==> src/rtl/mult_fu_pipe.sv <==
`default_nettype none
// ============================================================================
// Module   : mult_fu_pipe
// Purpose  : Pipelined RV32M integer multiply unit (MUL/MULH/MULHSU/MULHU)
//            with an in-order completion buffer, CDB valid/ack handshake,
//            whole-pipe back-pressure and mispredict flush.
// Revision : 1.0 - initial pipelined release
// ============================================================================
module mult_fu_pipe #(
   parameter int XLEN      = 32,
   parameter int STAGES    = 4,
   parameter int TAG_W     = 5,
   parameter int OUT_DEPTH = 2
) (
   input  logic             clock,
   input  logic             reset,
   input  logic             issue_valid,
   output logic             issue_ready,
   input  logic [XLEN-1:0]  rs1_value,
   input  logic [XLEN-1:0]  rs2_value,
   input  logic [2:0]       funct3,
   input  logic [TAG_W-1:0] rob_tag,
   input  logic             flush,
   input  logic             cdb_ack,
   output logic             out_valid,
   output logic [XLEN-1:0]  out_value,
   output logic [TAG_W-1:0] out_rob_tag
);

   localparam int PW    = 2 * XLEN;
   localparam int CHUNK = PW / STAGES;
   localparam int PTR_W = (OUT_DEPTH > 1) ? $clog2(OUT_DEPTH) : 1;
   localparam int CNT_W = $clog2(OUT_DEPTH + 1);

   localparam logic [1:0] MODE_MUL    = 2'd0;
   localparam logic [1:0] MODE_MULH   = 2'd1;
   localparam logic [1:0] MODE_MULHSU = 2'd2;
   localparam logic [1:0] MODE_MULHU  = 2'd3;

   localparam logic [PTR_W-1:0] LAST_PTR = PTR_W'(OUT_DEPTH - 1);
   localparam logic [CNT_W-1:0] FULL_CNT = CNT_W'(OUT_DEPTH);

   // Pipeline stage state: multiplicand shifts left and multiplier shifts
   // right by CHUNK each stage while the running sum accumulates partials.
   logic             st_valid  [STAGES];
   logic [TAG_W-1:0] st_tag    [STAGES];
   logic [1:0]       st_mode   [STAGES];
   logic [PW-1:0]    st_mcand  [STAGES];
   logic [PW-1:0]    st_mplier [STAGES];
   logic [PW-1:0]    st_sum    [STAGES];

   // Completion buffer
   logic [XLEN-1:0]  buf_value [OUT_DEPTH];
   logic [TAG_W-1:0] buf_tag   [OUT_DEPTH];
   logic [PTR_W-1:0] head;
   logic [PTR_W-1:0] tail;
   logic [CNT_W-1:0] count;

   logic             full;
   logic             pop;
   logic             push;
   logic             stall;
   logic             accept;
   logic [1:0]       in_mode;
   logic [PW-1:0]    in_mcand;
   logic [PW-1:0]    in_mplier;
   logic [PW-1:0]    final_prod;
   logic [XLEN-1:0]  result;

   function automatic logic [PTR_W-1:0] next_ptr(input logic [PTR_W-1:0] p);
      return (p == LAST_PTR) ? '0 : p + PTR_W'(1);
   endfunction

   // Handshake and back-pressure; a same-cycle pop frees the slot a push needs
   always_comb begin
      full        = (count == FULL_CNT);
      out_valid   = (count != '0);
      pop         = out_valid && cdb_ack;
      stall       = st_valid[STAGES-1] && full && !pop;
      issue_ready = !stall;
      accept      = issue_valid && issue_ready && !flush;
      push        = st_valid[STAGES-1] && !stall;
      out_value   = buf_value[head];
      out_rob_tag = buf_tag[head];
   end

   // Decode funct3 and extend operands to the full product width
   always_comb begin
      case (funct3)
         3'b001:  in_mode = MODE_MULH;
         3'b010:  in_mode = MODE_MULHSU;
         3'b011:  in_mode = MODE_MULHU;
         default: in_mode = MODE_MUL;
      endcase
      if (in_mode == MODE_MULH || in_mode == MODE_MULHSU)
         in_mcand = {{XLEN{rs1_value[XLEN-1]}}, rs1_value};
      else
         in_mcand = {{XLEN{1'b0}}, rs1_value};
      if (in_mode == MODE_MULH)
         in_mplier = {{XLEN{rs2_value[XLEN-1]}}, rs2_value};
      else
         in_mplier = {{XLEN{1'b0}}, rs2_value};
   end

   // Last fold: only the top CHUNK multiplier bits remain (upper bits are
   // zero after the right shifts), then pick the low or high product half
   always_comb begin
      final_prod = st_sum[STAGES-1] + st_mcand[STAGES-1] * st_mplier[STAGES-1];
      result     = (st_mode[STAGES-1] == MODE_MUL) ? final_prod[XLEN-1:0]
                                                   : final_prod[PW-1:XLEN];
   end

   // Stage registers: capture into stage 0, fold CHUNK bits per advance
   always_ff @(posedge clock) begin
      if (reset) begin
         for (int i = 0; i < STAGES; i++) begin
            st_valid[i]  <= 1'b0;
            st_tag[i]    <= '0;
            st_mode[i]   <= MODE_MUL;
            st_mcand[i]  <= '0;
            st_mplier[i] <= '0;
            st_sum[i]    <= '0;
         end
      end else if (flush) begin
         for (int i = 0; i < STAGES; i++)
            st_valid[i] <= 1'b0;
      end else if (!stall) begin
         st_valid[0]  <= accept;
         st_tag[0]    <= rob_tag;
         st_mode[0]   <= in_mode;
         st_mcand[0]  <= in_mcand;
         st_mplier[0] <= in_mplier;
         st_sum[0]    <= '0;
         for (int i = 1; i < STAGES; i++) begin
            st_valid[i]  <= st_valid[i-1];
            st_tag[i]    <= st_tag[i-1];
            st_mode[i]   <= st_mode[i-1];
            st_sum[i]    <= st_sum[i-1] + st_mcand[i-1] * PW'(st_mplier[i-1][CHUNK-1:0]);
            st_mcand[i]  <= st_mcand[i-1] << CHUNK;
            st_mplier[i] <= st_mplier[i-1] >> CHUNK;
         end
      end
   end

   // Completion FIFO: push finished ops at the tail, pop the head on ack
   always_ff @(posedge clock) begin
      if (reset) begin
         for (int i = 0; i < OUT_DEPTH; i++) begin
            buf_value[i] <= '0;
            buf_tag[i]   <= '0;
         end
         head  <= '0;
         tail  <= '0;
         count <= '0;
      end else if (flush) begin
         head  <= '0;
         tail  <= '0;
         count <= '0;
      end else begin
         if (push) begin
            buf_value[tail] <= result;
            buf_tag[tail]   <= st_tag[STAGES-1];
            tail            <= next_ptr(tail);
         end
         if (pop)
            head <= next_ptr(head);
         if (push && !pop)
            count <= count + CNT_W'(1);
         else if (pop && !push)
            count <= count - CNT_W'(1);
      end
   end

endmodule
`default_nettype wire

==> config.mk <==
export PLATFORM = sky130hd
export DESIGN_NAME = mult_fu_pipe
export DESIGN_NICKNAME = d
export VERILOG_FILES = /design/src/rtl/mult_fu_pipe.sv
export SDC_FILE = /design/constraint.sdc
export NUM_CORES = 2
export LEC_CHECK = 0
export CORE_ASPECT_RATIO = 0.9
export CORE_MARGIN = 2
export CORE_UTILIZATION = 40
export CTS_CLUSTER_DIAMETER = 60
export CTS_CLUSTER_SIZE = 14
export DETAILED_ROUTE_END_ITERATION = 12
export PLACE_DENSITY = 0.54
export SLEW_MARGIN = 10
export SYNTH_ARGS = -nofsm -noshare
export SYNTH_HDL_FRONTEND = slang
export SYNTH_SLANG_ARGS = --single-unit
==> constraint.sdc <==
create_clock -name clock -period 28.2 [get_ports clock]
set_input_delay 2.82 -clock clock [delete_from_list [all_inputs] [get_ports clock]]
set_output_delay 2.82 -clock clock [all_outputs]
set_load 0.005 [all_outputs]
==> summary.md <==
| Metric | Value |
|---|---|
| CP Buf/Inv Count | 4 |
| 1st-iter DRT viols | 2,389 |
| Cell depth of the worst hold path | 2 |
| Core Area | 164,000 sq um |
| Antenna Violating Nets Remaining | 0 |
| Clk slew on worst S/H paths | 0.07 ns |
| Pin count of the biggest net entering global routing | 123 |
| Area grow syn2layout | 7.76% |
| Final WL | 165,000 um |
| Tightest Pin Transition | 1.09 ns |
| Post-synth EDFFs | 463 |
| Final Hold Viols | 0 |
| Worst vdd ir | 71.3 uV |
| Clock Skew | 0.0498 ns |
| Fraction of the yosys area taken by sequential cells | 0.212 |
| Global-route wire length before repair | 268,000 um |
| Commonest cells after routing, fill and taps aside | inv_1 (1,609), fa_1 (1,363), nand2_1 (809) |
| Most Frequent Cell on Critical Path | fa_1 |
| I/O pins | 116 |
| Vias | 42,900 |
| Number of post-CTS setup repair buffers | 0 |
| Leading cell type in the layout, fill and taps excluded | inv_1 |
| Hold-fix buffers, CTS | 0 |
| FFs w/ async S/R, synth | 0 |
| Sequential share of power | 0.161 |
| Worst slew margin | 0.276 |
| F_max | 128 MHz |
| Clk sinks | 469 |
| Pre-antenna DRT Iters | 5 |
| Unique masters post-synth | 75 |
| Final Worst Setup Slack | 20.36 ns |
| FF-to-FF End | st_sum[1][50]$_SDFFCE_PN0P_ |
| Cell area after synthesis | 66,300 sq um |
| CTS resizes | 0 |
| Syn Nets | 8,320 |
| Ys flop type | edfxtp_1 |
| Initial Utilization | 0.403 |
| Cell count after synthesis | 6,560 |
| Initial antenna violation count | 6 |
| Endpoint class of the critical path | register |
| Clock Latency Late Sink | 0.68 ns |
| Final nets | 8,271 |
| Crit path largest cell delay | 0.75 ns |
| Status | finished, final reports clean |
| Mean post-synth cell area | 10.1 sq um |
| Setup crit start kind | register |
| Pre-CTS setup slack | 20.40 ns |
| Leak Pwr | 34.5 nW |
| Tcrit/Tclk final | 0.278 |
| Clock root buffer | clkbuf_16 |
| CTS tree | done |
| Logic pwr share | 0.731 |
| Clock share of power | 0.109 |
| Die X | 433 um |
| GR Util All Layers | 0.203 |
| Hold worst-path end | st_valid[2]$_SDFFE_PP0P_ |
| Setup CP Type | reg -> reg |
| Row count | 141 |
| Max clock buf depth | 3 |
| R2r startpoint | st_mplier[0][1]$_SDFFCE_PN0P_ |
| Setup tns final | 0 ns |
| DRC Markers | 0 |
| Int Pwr | 3.08 mW |
| Final setup violation count | 0 |
| FF-to-FF setup slack | 20.36 ns |
| Critical-path cell list | buf_4 -> nand2_1 -> fa_1 -> fa_1 -> fa_1 -> inv_1 -> fa_1 -> fa_1 -> inv_1 -> fa_1 -> inv_1 -> ha_1 -> a21oi_1 -> nand3_1 -> a31oi_1 -> or4_1 -> or3b_1 -> nand3_2 -> o31ai_2 -> nor4b_2 -> o21ai_0 -> nor3b_1 |
| Reg2reg path depth | 22 |
| Worst min path class | reg -> reg |
| CP max FO | 21 |
| RD Place Congestion | 0.886 |
| Routed len/inst | 18.8 um |
| Inserted Clock Buffers | 50 |
| Multi-input gate area | 45,200 sq um |
| Crit path time final | 7.84 ns |
| PD cells | 87.2 nW/um^2 |
| Die H | 390 um |
| Worst path required time | 28.54 ns |
| DIE AREA | 169,000 sq um |
| Vias per cell | 4.89 |
| Number of port buffers | 115 |
| Hold_sp | st_valid[2]$_SDFFE_PP0P_ |
| Vias in the first global route | 46,700 |
| Top delay family on crit path | adder cells |
| Layout fillers | 16,000 |
| Finished Core Util | 0.434 |
| Share of cells above drive strength 1 | 0.0328 |
| Total grt overflow | 0 |
| Max_cap viols | 0 |
| Psw | 3.14 mW |
| Hold_ws | 0.457 ns |
| RSZ-0062 raised after global routing | false |
| Sequential standard cell area | 14,000 sq um |
| Slowest stage cell, crit path | edfxtp_1 |
| DP HPWL | 130,000 um |
| Max-slew violation count | 0 |
| #FFs+latches synth | 469 |
| Sw Ratio | 0.505 |
| CTS H-tree depth | 2 |
| Worst path arrival time | 8.19 ns |
| Syn. warnings | 0 |
==> power groups by stage <==
| stage | logic, mW | clock network, mW | registers, mW |
|---|---|---|---|
| floorplan | 3.36 | 0 | 0.983 |
| global placement | 4.49 | 0 | 1.01 |
| detailed placement | 4.54 | 0 | 1.02 |
| CTS | 4.56 | 0.696 | 1.00 |
| global route | 5.17 | 0.721 | 1.01 |
| finish | 4.55 | 0.676 | 1.00 |
==> worst max-delay path by stage <==
stage,endpoint,cells after the start,start
finish,st_sum[1][50]$_SDFFCE_PN0P_,22,st_mplier[0][1]$_SDFFCE_PN0P_
global route,st_sum[2][63]$_SDFFCE_PN0P_,23,st_mplier[0][66]$_SDFFCE_PN0P_
CTS,st_sum[2][63]$_SDFFCE_PN0P_,23,st_mplier[0][66]$_SDFFCE_PN0P_
detailed placement,st_sum[2][63]$_SDFFCE_PN0P_,23,st_mplier[0][66]$_SDFFCE_PN0P_
global placement,issue_ready,5,cdb_ack
floorplan,st_mcand[0][0]$_SDFFCE_PN0P_,3,cdb_ack
==> cells in the mapped netlist (25+ instances only) <==
| cell | instances | area [sq um] |
|---|---|---|
| and2_1 | 390 | 2440 |
| inv_1 | 1610 | 6040 |
| a21o_1 | 65 | 488 |
| clkbuf_1 | 278 | 1040 |
| mux2i_1 | 28 | 280 |
| xnor2_1 | 114 | 998 |
| and3_1 | 261 | 1630 |
| edfxtp_1 | 463 | 13900 |
| nor2_1 | 253 | 950 |
| mux2_2 | 37 | 417 |
| nand3_1 | 25 | 125 |
| xor2_1 | 58 | 508 |
| fa_1 | 1363 | 27300 |
| nand2_1 | 810 | 3040 |
| ha_1 | 320 | 4000 |
| a21oi_1 | 139 | 696 |
| o21ai_0 | 77 | 385 |
==> metrics by stage <==
step / area (sq um) / power, mW / instances
after floorplan: 66300 / 4.34 / 6560
after global placement: 69700 / 5.51 / 8674
after detailed placement: 69700 / 5.56 / 8674
after CTS: 71400 / 6.26 / 8765
after global routing: 71400 / 6.90 / 8767
final: 71400 / 6.23 / 8771
==> worst register-to-register path, stage by stage, from the launching register on <==
cell and delay [ns]:
edfxtp_1 0.75, buf_4 0.43, nand2_1 0.16, fa_1 0.55, fa_1 0.53, fa_1 0.51
inv_1 0.05, fa_1 0.50, fa_1 0.49, inv_1 0.05, fa_1 0.47, inv_1 0.04
ha_1 0.35, a21oi_1 0.24, nand3_1 0.11, a31oi_1 0.62, or4_1 0.30, or3b_1 0.44
nand3_2 0.13, o31ai_2 0.10, nor4b_2 0.42, o21ai_0 0.15, nor3b_1 0.15
==> flip-flops by register name (all words and copies together), names as in the netlist, 2 cells and up, named ones only <==
signal     count
st_mode        8
count          2
st_mplier     52
st_valid       4
st_tag        20
st_sum       192
buf_value     64
buf_tag       10
st_mcand     114
==> layer usage <==
layer  vias up  global-route usage  share of wire  routed length (um)
li1      19600                   -              -                   -
met1     22200               0.299           0.47               78100
met2       956               0.325           0.46               75400
met3       158              0.0238          0.052                8500
met4         0              0.0382          0.017                2860
met5         -                   0              0                   0
==> cell type report <==
cell class,count,area share
Clock inverter,27,0.00506
Timing Repair Buffer,182,0.0236
Antenna cell,5,0.000175
Inverter,1610,0.0847
Tap cell,2216,0.0388
Multi-Input combinational cell,4198,0.633
Sequential cell,469,0.196
Clock buffer,64,0.0184
==> cells by family (layout without fill, tap and decap cells) <==
| kind of cell | count (synthesis) | count (layout) | synth area share |
|---|---|---|---|
| muxes | 65 | 65 | 0.0105 |
| AOI/OAI and AO/OA | 412 | 412 | 0.0397 |
| and+or+nand+nor | 1866 | 1866 | 0.136 |
| buffers and inverters | 1893 | 1883 | 0.107 |
| adders and majority gates | 1683 | 1683 | 0.472 |
| xor gates and xnor gates | 172 | 172 | 0.0227 |
| DFF | 469 | 469 | 0.212 |
| other | 0 | 5 | 0 |
Note: power is estimated with default switching activity, not from simulation.
